$ cat config.mk
export PLATFORM = sky130hd
export DESIGN_NAME = lsu_ctrl
export DESIGN_NICKNAME = d
export VERILOG_FILES = /design/src/rtl/lsu_ctrl.sv
export SDC_FILE = /design/constraint.sdc
export NUM_CORES = 1
export LEC_CHECK = 0
export BUFFER_PORTS_ARGS = -buffer_cell sky130_fd_sc_hd__buf_2
export CORE_ASPECT_RATIO = 1.25
export CORE_MARGIN = 2
export CORE_UTILIZATION = 52
export DETAILED_ROUTE_END_ITERATION = 12
export GPL_TIMING_DRIVEN = 0
export MAX_ROUTING_LAYER = met4
export PLACE_DENSITY_LB_ADDON = 0.12
export SKIP_LAST_GASP = 1
export SLEW_MARGIN = 20
export SYNTH_ARGS = -nofsm -noshare
export SYNTH_HDL_FRONTEND = slang
export SYNTH_SLANG_ARGS = --single-unit
$ cat constraint.sdc
create_clock -name clk -period 3.6 [get_ports clk]
set_input_delay 0.36 -clock clk [delete_from_list [all_inputs] [get_ports clk]]
set_output_delay 0.36 -clock clk [all_outputs]
set_load 0.01 [all_outputs]
$ cat src/rtl/lsu_ctrl.sv
// lsu_ctrl: load/store unit between the core datapath and data memory.
// One transaction at a time: decode, issue a single memory request, wait for
// the memory response (or time out), then return a one-cycle response pulse.
// Store data is placed into byte lanes with a write mask; load data is
// pulled out of the aligned word and sign- or zero-extended.
module lsu_ctrl #(
    parameter int XLEN    = 64,   // 32 or 64
    parameter int ADDR_W  = 64,
    parameter int TIMEOUT = 256   // WAIT cycles before an error response, 0 = never
) (
    input  logic                clk,
    input  logic                rst_n,
    // core request
    input  logic                req_valid,
    output logic                req_ready,
    input  logic                req_we,
    input  logic [1:0]          req_size,
    input  logic                req_unsigned,
    input  logic [ADDR_W-1:0]   req_addr,
    input  logic [XLEN-1:0]     req_wdata,
    // core response
    output logic                resp_valid,
    output logic                resp_err,
    output logic [XLEN-1:0]     resp_rdata,
    // memory request
    output logic                mem_req_valid,
    input  logic                mem_req_ready,
    output logic                mem_we,
    output logic [ADDR_W-1:0]   mem_addr,
    output logic [XLEN-1:0]     mem_wdata,
    output logic [XLEN/8-1:0]   mem_wmask,
    // memory response
    input  logic                mem_resp_valid,
    input  logic [XLEN-1:0]     mem_rdata
);

    localparam int NB    = XLEN / 8;
    localparam int OFF_W = $clog2(NB);
    localparam int CNT_W = (TIMEOUT > 1) ? $clog2(TIMEOUT + 1) : 1;
    localparam logic [CNT_W-1:0] TO_LAST = CNT_W'((TIMEOUT > 0) ? TIMEOUT - 1 : 0);

    typedef enum logic [1:0] {
        S_IDLE,
        S_REQ,
        S_WAIT,
        S_RESP
    } state_t;

    state_t             state, next_state;

    // transaction fields captured at accept
    logic               lat_we;
    logic [1:0]         lat_size;
    logic               lat_unsigned;
    logic [ADDR_W-1:0]  lat_addr;
    logic [XLEN-1:0]    lat_wdata;

    // response payload built up during the transaction
    logic               err;
    logic [XLEN-1:0]    rdata;
    logic [CNT_W-1:0]   wait_cnt;

    logic               misaligned;
    logic               size_bad;
    logic               dec_err;
    logic               timeout_hit;
    logic [OFF_W-1:0]   offset;
    logic [NB-1:0]      lane_mask;

    // Shift the addressed lane down, keep the access width, then extend.
    // Accesses as wide as XLEN (LD, or LW on a 32-bit unit) pass through.
    function automatic logic [XLEN-1:0] load_ext(
        input logic [XLEN-1:0]  raw,
        input logic [OFF_W-1:0] off,
        input logic [1:0]       size,
        input logic             uns
    );
        logic [XLEN-1:0] sh;
        logic [XLEN-1:0] ext;
        logic            sgn;
        int              nbits;
        sh    = raw >> {off, 3'b000};
        nbits = 8 << size;
        if (nbits > XLEN) nbits = XLEN;
        sgn = 1'b0;
        for (int i = 0; i < XLEN; i++) begin
            if (i == nbits - 1) sgn = sh[i];
        end
        if (uns) sgn = 1'b0;
        ext = '0;
        for (int i = 0; i < XLEN; i++) begin
            ext[i] = (i < nbits) ? sh[i] : sgn;
        end
        return ext;
    endfunction

    // Decode-time checks on the incoming request: natural alignment and size support.
    always_comb begin
        misaligned = 1'b0;
        case (req_size)
            2'd0:    misaligned = 1'b0;
            2'd1:    misaligned = req_addr[0];
            2'd2:    misaligned = |req_addr[1:0];
            default: misaligned = |req_addr[2:0];
        endcase
        size_bad = (req_size == 2'd3) && (XLEN == 32);
        dec_err  = misaligned || size_bad;
    end

    assign timeout_hit = (TIMEOUT != 0) && (state == S_WAIT) && !mem_resp_valid
                         && (wait_cnt == TO_LAST);

    // State register.
    always_ff @(posedge clk) begin
        if (!rst_n) state <= S_IDLE;
        else        state <= next_state;
    end

    // Next-state and handshake outputs.
    always_comb begin
        next_state    = state;
        req_ready     = 1'b0;
        mem_req_valid = 1'b0;
        resp_valid    = 1'b0;
        case (state)
            S_IDLE: begin
                req_ready = 1'b1;
                if (req_valid) next_state = dec_err ? S_RESP : S_REQ;
            end
            S_REQ: begin
                mem_req_valid = 1'b1;
                if (mem_req_ready) next_state = S_WAIT;
            end
            S_WAIT: begin
                // a response always wins over a timeout landing the same cycle
                if (mem_resp_valid || timeout_hit) next_state = S_RESP;
            end
            S_RESP: begin
                resp_valid = 1'b1;
                next_state = S_IDLE;
            end
            default: next_state = S_IDLE;
        endcase
    end

    // Transaction fields, wait counter and response payload.
    always_ff @(posedge clk) begin
        if (!rst_n) begin
            lat_we       <= 1'b0;
            lat_size     <= '0;
            lat_unsigned <= 1'b0;
            lat_addr     <= '0;
            lat_wdata    <= '0;
            err          <= 1'b0;
            rdata        <= '0;
            wait_cnt     <= '0;
        end else begin
            case (state)
                S_IDLE: begin
                    if (req_valid) begin
                        lat_we       <= req_we;
                        lat_size     <= req_size;
                        lat_unsigned <= req_unsigned;
                        lat_addr     <= req_addr;
                        lat_wdata    <= req_wdata;
                        err          <= dec_err;
                        rdata        <= '0;
                    end
                end
                S_REQ: begin
                    if (mem_req_ready) wait_cnt <= '0;
                end
                S_WAIT: begin
                    if (mem_resp_valid) begin
                        err   <= 1'b0;
                        rdata <= lat_we ? '0
                                        : load_ext(mem_rdata, offset, lat_size, lat_unsigned);
                    end else begin
                        wait_cnt <= wait_cnt + 1'b1;
                        if (timeout_hit) begin
                            err   <= 1'b1;
                            rdata <= '0;
                        end
                    end
                end
                default: ;
            endcase
        end
    end

    assign offset = lat_addr[OFF_W-1:0];

    // Byte enables cover [offset, offset+bytes) of the aligned word.
    always_comb begin
        int off_i;
        int bytes_i;
        lane_mask = '0;
        off_i     = int'(offset);
        bytes_i   = 1 << lat_size;
        for (int b = 0; b < NB; b++) begin
            lane_mask[b] = (b >= off_i) && (b < off_i + bytes_i);
        end
    end

    // Memory-side fields are only driven while the request is presented,
    // so they read as zero whenever the unit is not talking to memory.
    assign mem_we     = mem_req_valid & lat_we;
    assign mem_addr   = mem_req_valid ? (lat_addr & ~ADDR_W'(NB - 1)) : '0;
    assign mem_wdata  = mem_req_valid ? (lat_wdata << {offset, 3'b000}) : '0;
    assign mem_wmask  = mem_req_valid ? lane_mask : '0;

    assign resp_err   = resp_valid & err;
    assign resp_rdata = resp_valid ? rdata : '0;

endmodule
==> results of run 1 <==
==> Yosys cell counts, drive strengths merged, types with 11 or more instances <==
master,instances,area (um2)
nand2,370,1390
dfxtp,208,4160
a21oi,191,956
and2,152,951
mux2i,101,1010
nor2,77,292
o21ai,76,489
clkbuf,71,267
buf,65,367
nor2b,51,319
mux4,33,743
a211oi,18,140
mux2,18,203
a31oi,14,87.6
inv,13,48.8
ha,11,138
o22ai,11,68.8
==> per-stage QoR <==
step                std cells  total power [mW]  cell area (um2)  util (%)  hold slack (ps)
global placement         2327              6.31            15000      63.2              428
finish                   2376              9.03            15900      66.8             50.9
floorplan                1600              5.10            12600         -              417
detailed placement       2327              6.38            15000      63.2              433
CTS                      2369              8.93            15900      66.7             50.2
global route             2370              9.42            15900      66.7             51.7
==> power groups by stage <==
stage | Clock [mW] | Combinational [mW] | Sequential [mW]
after floorplan | 0 | 2.29 | 2.81
after global placement | 0 | 3.39 | 2.92
after detailed placement | 0 | 3.44 | 2.93
after CTS | 2.58 | 3.47 | 2.89
after global routing | 2.69 | 3.81 | 2.93
final | 2.58 | 3.54 | 2.90
==> critical path, stage by stage, from the launching register on <==
cell and delay (ps):
dfxtp_1 470, buf_4 260, buf_2 380, buf_2 390
mux2i_1 120, o21ai_0 540, mux2i_1 150, nor2b_1 220
buf_2 170
==> repair_timing <==
| item | 4_1_cts | 5_1_grt |
|---|---|---|
| gates resized for setup | 2 | 3 |
| setup buffers | 1 | 0 |
| setup endpoints to repair | 4 | 3 |
| pin swaps | 1 | 0 |
==> flip-flops by register name, summed over array words and instances, names as in the netlist <==
signal        cells
wait_cnt          9
lat_size          2
err               1
lat_we            1
lat_unsigned      1
lat_addr         64
state             2
rdata            64
lat_wdata        64
==> final cells by class <==
type	count	area, um2
Tap cell	325	407
Timing Repair Buffer	403	2020
Fill cell	2142	7900
Buffer	135	629
Multi-Input combinational cell	1243	7780
Antenna cell	7	17.5
Sequential cell	208	4160
Inverter	13	48.8
Clock inverter	13	195
Clock buffer	29	638
==> placed cells by master, fill, tap and decap left out, drive strengths merged, types with 6 or more instances in the layout <==
cell type,instances
and3,8
a2bb2oi,8
buf,468
mux4,33
nand2,370
and2,152
o21ba,7
nor2,77
mux2,18
a22oi,10
nor2b,51
o2bb2ai,6
diode,7
o22ai,11
nor3,7
dfxtp,208
inv,15
a211o,8
o21ai,76
mux2i,101
ha,11
a31oi,14
a21oi,191
a211oi,18
clkbuf,99
==> logic make-up (layout without fill, tap and decap cells) <==
| logic type | Yosys count | in the layout | share of synthesized area, % |
|---|---|---|---|
| buffers and inverters | 149 | 593 | 5.41 |
| DFF | 208 | 208 | 33.0 |
| muxes | 152 | 152 | 15.5 |
| AOI/OAI and AO/OA | 372 | 372 | 18.2 |
| adders and majority gates | 12 | 12 | 1.25 |
| and+or+nand+nor | 696 | 696 | 26.1 |
| other | 2 | 11 | 0.0596 |
| xor gates and xnor gates | 7 | 7 | 0.486 |
==> per-layer routing <==
| layer | part of all wire, % | global-route usage, % | wire, um |
|---|---|---|---|
| met4 | 6.6 | 23.8 | 3500 |
| met5 | 0 | - | 0 |
| met3 | 9.0 | 7.38 | 4710 |
| met1 | 37 | 47.4 | 19400 |
| met2 | 48 | 66.4 | 25000 |
==> worst max path at each step <==
stage,depth (start not counted),to,start
2_1_floorplan,10,mem_wmask[2],lat_size[0]
3_3_place_gp,11,mem_wmask[2],lat_size[0]
3_5_place_dp,11,mem_wmask[2],lat_size[0]
4_1_cts,10,mem_wmask[2],lat_size[0]
5_1_grt,10,mem_wmask[2],lat_size[0]
6_report,8,mem_wdata[49],lat_addr[1]
==> impl_metrics.py, run 1 <==
metrics = {
    "clock_network": {
        "cts_tree": "built",
        "clockRootBuffer": "clkbuf_16",
        "clk_pin_slew_worst_paths_ps": 60,
        "hold_buffers": 0,
        "cts-root-to-sink-buffers": 3,
        "insertion_delay_ps": 540,
        "cts_sinks": 208,
        "cts_inserted_buffers": 23,
        "h-tree-depth": 1,
    },
    "global_routing": {
        "wire_length_of_the_first_global_routing_pass_um": 76500,
        "grt_pass1_vias": 13300,
        "global_route.usage.total_pct": 40.9,
        "grt_overflow_total": 0,
        "antenna_found_initial": 1,
        "grt_start_max_net_pins": 15,
    },
    "placement": {
        "portBuffers": 402,
        "final_estimated_routing_congestion_in_global_placement": 1.01,
        "preCtsSetupSlack_ps": 228,
        "half_perimeter_wire_length_of_the_detailed_placement_result_um": 40900,
    },
    "sta": {
        "final.setup.tns_ps": 0,
        "relative_slew_margins_pct": 37.6,
        "post-route-min-period_ps": 3590,
        "worst_pin_slew_ps": 936,
        "grt_setup_unrepaired": "yes",
        "timing.final.max_slew_violations": 0,
        "setup_slack_ps": 8.48,
        "report.final.setup_viol": 0,
        "clock_skew_ps": 12.9,
        "achievable_clock_frequency_mhz": 278,
        "final_min_period_over_clock_period_pct": 99.8,
        "final-hold-violation-count": 0,
    },
    "synth": {
        "synthesis.yosys.warnings": 0,
        "synth_cell_types": 72,
        "synth.avg_cell_area_um2": 7.89,
        "synth_area_um2": 12600,
        "ys_seq_area_share_pct": 33.0,
        "synthesis.instances": 1598,
        "main_synth_ff_type": "dfxtp_1",
        "synth_edf_count": 0,
        "synth-seq-cells": 208,
        "synth-async-reset-ratio_pct": 0,
    },
    "power": {
        "seq_power_share_pct": 32.2,
        "power.share.switching_pct": 40.1,
        "vdd.ir_drop.worst_mv": 0.535,
        "share_clk_of_total_power_pct": 28.6,
        "internal_power_mw": 5.41,
        "power.net_switching_mw": 3.62,
        "power_frac_comb_pct": 39.2,
        "power_leakage_nw": 7.08,
        "power_density_nw_per_um2": 568,
    },
    "route": {
        "remaining_drc_errors": 0,
        "totalWireLength_um": 52600,
        "routed_via_count": 13900,
        "detail_route.iter0.violations": 1243,
        "detail_route.wl_per_cell_um": 22.1,
        "antenna_left": 0,
        "post_drt_via_cell_ratio": 5.87,
        "tritonroute_pass_1_iters": 5,
    },
    "worst_setup_path": {
        "critPathRequiredTime_ps": 3240,
        "worst-path-max-fanout": 10,
        "worstSetupEndpointType": "primary output",
        "cp.arrival_ps": 3230,
        "origin_of_the_critical_flop_to_flop_path": "state[0]",
        "r2r-end": "lat_addr[51]",
        "timing.critical_path.from_type": "flip-flop",
        "timing.setup.critical_path_class": "reg -> out",
        "reg2reg_slack_ps": 770,
        "rr_worst_depth": 8,
    },
    "floorplan": {
        "initial_utilization_pct": 53.0,
        "area_of_the_die_um2": 25500,
        "core-area_um2": 23800,
        "die_h_um": 178,
        "row_count": 63,
        "die_width_um": 143,
        "io-pin-count": 406,
    },
    "cells_and_area": {
        "finalNetCount": 2240,
        "post_route_cells_drive_above_1_share_pct": 29.5,
        "areaGrowthSynthToFinish_pct": 26.1,
    },
    "worst_hold_path": {
        "worstHoldPathCells": 3,
        "hold_path_class": "in -> reg",
        "worst_min_path_start": "req_addr[59]",
        "timing.hold.worst_endpoint": "lat_addr[59]",
    },
    "run_status": {
        "status": "completed",
    },
    "job": {
        "max_cap_viol_count": 0,
    },
}
Note: power is estimated with default switching activity, not from simulation.
==> inputs of run 2 (changes only) <==
--- a/config.mk
+++ b/config.mk
@@ -13,6 +13,7 @@
 export GPL_TIMING_DRIVEN = 0
 export MAX_ROUTING_LAYER = met4
 export PLACE_DENSITY_LB_ADDON = 0.12
+export SETUP_SLACK_MARGIN = 0.02
 export SKIP_LAST_GASP = 1
 export SLEW_MARGIN = 20
 export SYNTH_ARGS = -nofsm -noshare
==> impl_metrics.py, run 2 (synthesis gave the netlist of run 1 again) <==
metrics = {
    "run_status": {
        "status": "completed",
    },
    "worst_setup_path": {
        "timing.setup.critical_path_class": "reg -> out",
        "worst_path_most_repeated_cell": "buf_2",
        "origin_of_the_critical_flop_to_flop_path": "state[0]",
        "worstSetupEndpointType": "primary output",
        "cp_num_cells": 8,
        "critPathRequiredTime_ps": 3240,
        "r2r-end": "lat_addr[51]",
        "cpLargestDelayFamily": "buffers and inverters",
        "timing.critical_path.from_type": "flip-flop",
        "path_cells": "buf_4 -> buf_2 -> buf_2 -> mux2i_1 -> o21ai_0 -> mux2i_1 -> nor2b_1 -> buf_2",
        "rr_worst_depth": 8,
        "reg2reg_slack_ps": 790,
        "worst-path-max-fanout": 10,
        "worst_path_largest_cell_delay_ps": 530,
        "path_buf_inv": 4,
        "endpoint": "mem_wdata[49]",
        "cp.arrival_ps": 3220,
        "critical_path.startpoint": "lat_addr[1]",
        "critPathSlowestCell": "o21ai_0",
    },
    "placement": {
        "final_estimated_routing_congestion_in_global_placement": 1.01,
        "half_perimeter_wire_length_of_the_detailed_placement_result_um": 40900,
        "portBuffers": 402,
        "place_inst": 2327,
    },
    "route": {
        "tritonroute_pass_1_iters": 6,
        "detail_route.iter0.violations": 1298,
        "totalWireLength_um": 52600,
        "remaining_drc_errors": 0,
        "routed_via_count": 13900,
        "antenna_left": 0,
        "post_drt_via_cell_ratio": 5.87,
        "detail_route.wl_per_cell_um": 22.1,
    },
    "global_routing": {
        "antenna_found_initial": 1,
        "grt_start_max_net_pins": 15,
        "grt_overflow_total": 0,
        "global_route.usage.total_pct": 40.9,
        "wire_length_of_the_first_global_routing_pass_um": 76500,
        "grt_pass1_vias": 13300,
    },
    "sta": {
        "worst_pin_slew_ps": 911,
        "final_min_period_over_clock_period_pct": 99.5,
        "post-route-min-period_ps": 3580,
        "final.setup.tns_ps": 0,
        "grt_setup_unrepaired": "yes",
        "final-hold-violation-count": 0,
        "achievable_clock_frequency_mhz": 279,
        "relative_slew_margins_pct": 39.3,
        "clock_skew_ps": 14.9,
        "report.final.setup_viol": 0,
        "timing.final.max_slew_violations": 0,
    },
    "cells_and_area": {
        "final_util_pct": 66.8,
        "areaGrowthSynthToFinish_pct": 26.1,
        "largest_registers": "lat_addr x64, lat_wdata x64, rdata x64",
        "most_frequent_cells_in_the_layout": "buf_2, nand2_1, dfxtp_1, a21oi_1, and2_1",
        "post_route_cells_drive_above_1_share_pct": 29.5,
        "final.fill_count": 2141,
        "layoutNonFillerInstCount": 2377,
        "final_common_cell": "buf_2",
        "finalNetCount": 2240,
    },
    "floorplan": {
        "die_h_um": 178,
        "row_count": 63,
        "core-area_um2": 23800,
        "die_width_um": 143,
        "io-pin-count": 406,
        "area_of_the_die_um2": 25500,
        "initial_utilization_pct": 53.0,
    },
    "clock_network": {
        "hold_buffers": 0,
        "cts_sinks": 208,
        "insertion_delay_ps": 540,
        "cts_tree": "built",
        "h-tree-depth": 1,
        "cts_inserted_buffers": 23,
        "cts-root-to-sink-buffers": 3,
        "clockRootBuffer": "clkbuf_16",
        "clk_pin_slew_worst_paths_ps": 60,
    },
    "power": {
        "power_leakage_nw": 7.09,
        "power_density_nw_per_um2": 567,
        "vdd.ir_drop.worst_mv": 0.533,
    },
    "job": {
        "max_cap_viol_count": 0,
    },
    "worst_hold_path": {
        "hold_path_class": "in -> reg",
    },
}
==> run 2: worst min-delay path by stage <==
stage | startpoint | endpoint | cells after the start
after global routing | req_addr[59] | lat_addr[59] | 3
after CTS | req_addr[59] | lat_addr[59] | 3
final | req_addr[59] | lat_addr[59] | 3
after global placement | rdata[51] | rdata[51] | 2
after detailed placement | rdata[55] | rdata[55] | 2
after floorplan | rdata[16] | rdata[16] | 2
==> run 2: tightest hold or removal path, delay by kind of cell <==
kind / cells / cell delay, ps
simple gates: 1 / 40
compound gates: 1 / 50
buf+inv: 1 / 90
==> run 2: layout make-up <==
type / instances / area (um2) / share of cell area, %
Inverter: 13 / 48.8 / 0.307
Sequential cell: 208 / 4160 / 26.2
Antenna cell: 8 / 20.0 / 0.126
Clock buffer: 29 / 638 / 4.01
Buffer: 135 / 631 / 3.96
Clock inverter: 13 / 195 / 1.23
Multi-Input combinational cell: 1243 / 7780 / 48.9
Tap cell: 325 / 407 / 2.56
Timing Repair Buffer: 403 / 2020 / 12.7
==> run 2: layer usage <==
layer	track usage (%)	vias to the layer above	part of all wire (%)
met5	-	-	0
met4	23.8	0	6.8
met3	7.38	209	9.1
met2	66.4	838	47
met1	47.4	6565	37
li1	-	6334	-
==> run 2: report_power, final <==
| part | internal (mW) | switching, mW |
|---|---|---|
| clock network | 1.56 | 1.02 |
| registers | 2.62 | 0.286 |
| logic | 1.23 | 2.31 |
| total | 5.41 | 3.61 |
==> run 2: repair_timing <==
action	CTS	global route
gates resized for setup	2	6
setup endpoints to repair	6	6
pin swaps	1	0
setup buffers	1	0
==> run 2: per-stage QoR <==
| step | area [um2] | hold slack [ps] | total power, mW | worst slack, ps |
|---|---|---|---|---|
| finish | 15900 | 54.0 | 9.02 | 16.6 |
| floorplan | 12600 | 417 | 5.10 | 710 |
| CTS | 15900 | 50.2 | 8.93 | 40.2 |
| global placement | 15000 | 428 | 6.31 | 255 |
| detailed placement | 15000 | 433 | 6.38 | 228 |
| global route | 15900 | 51.7 | 9.42 | -6.80 |
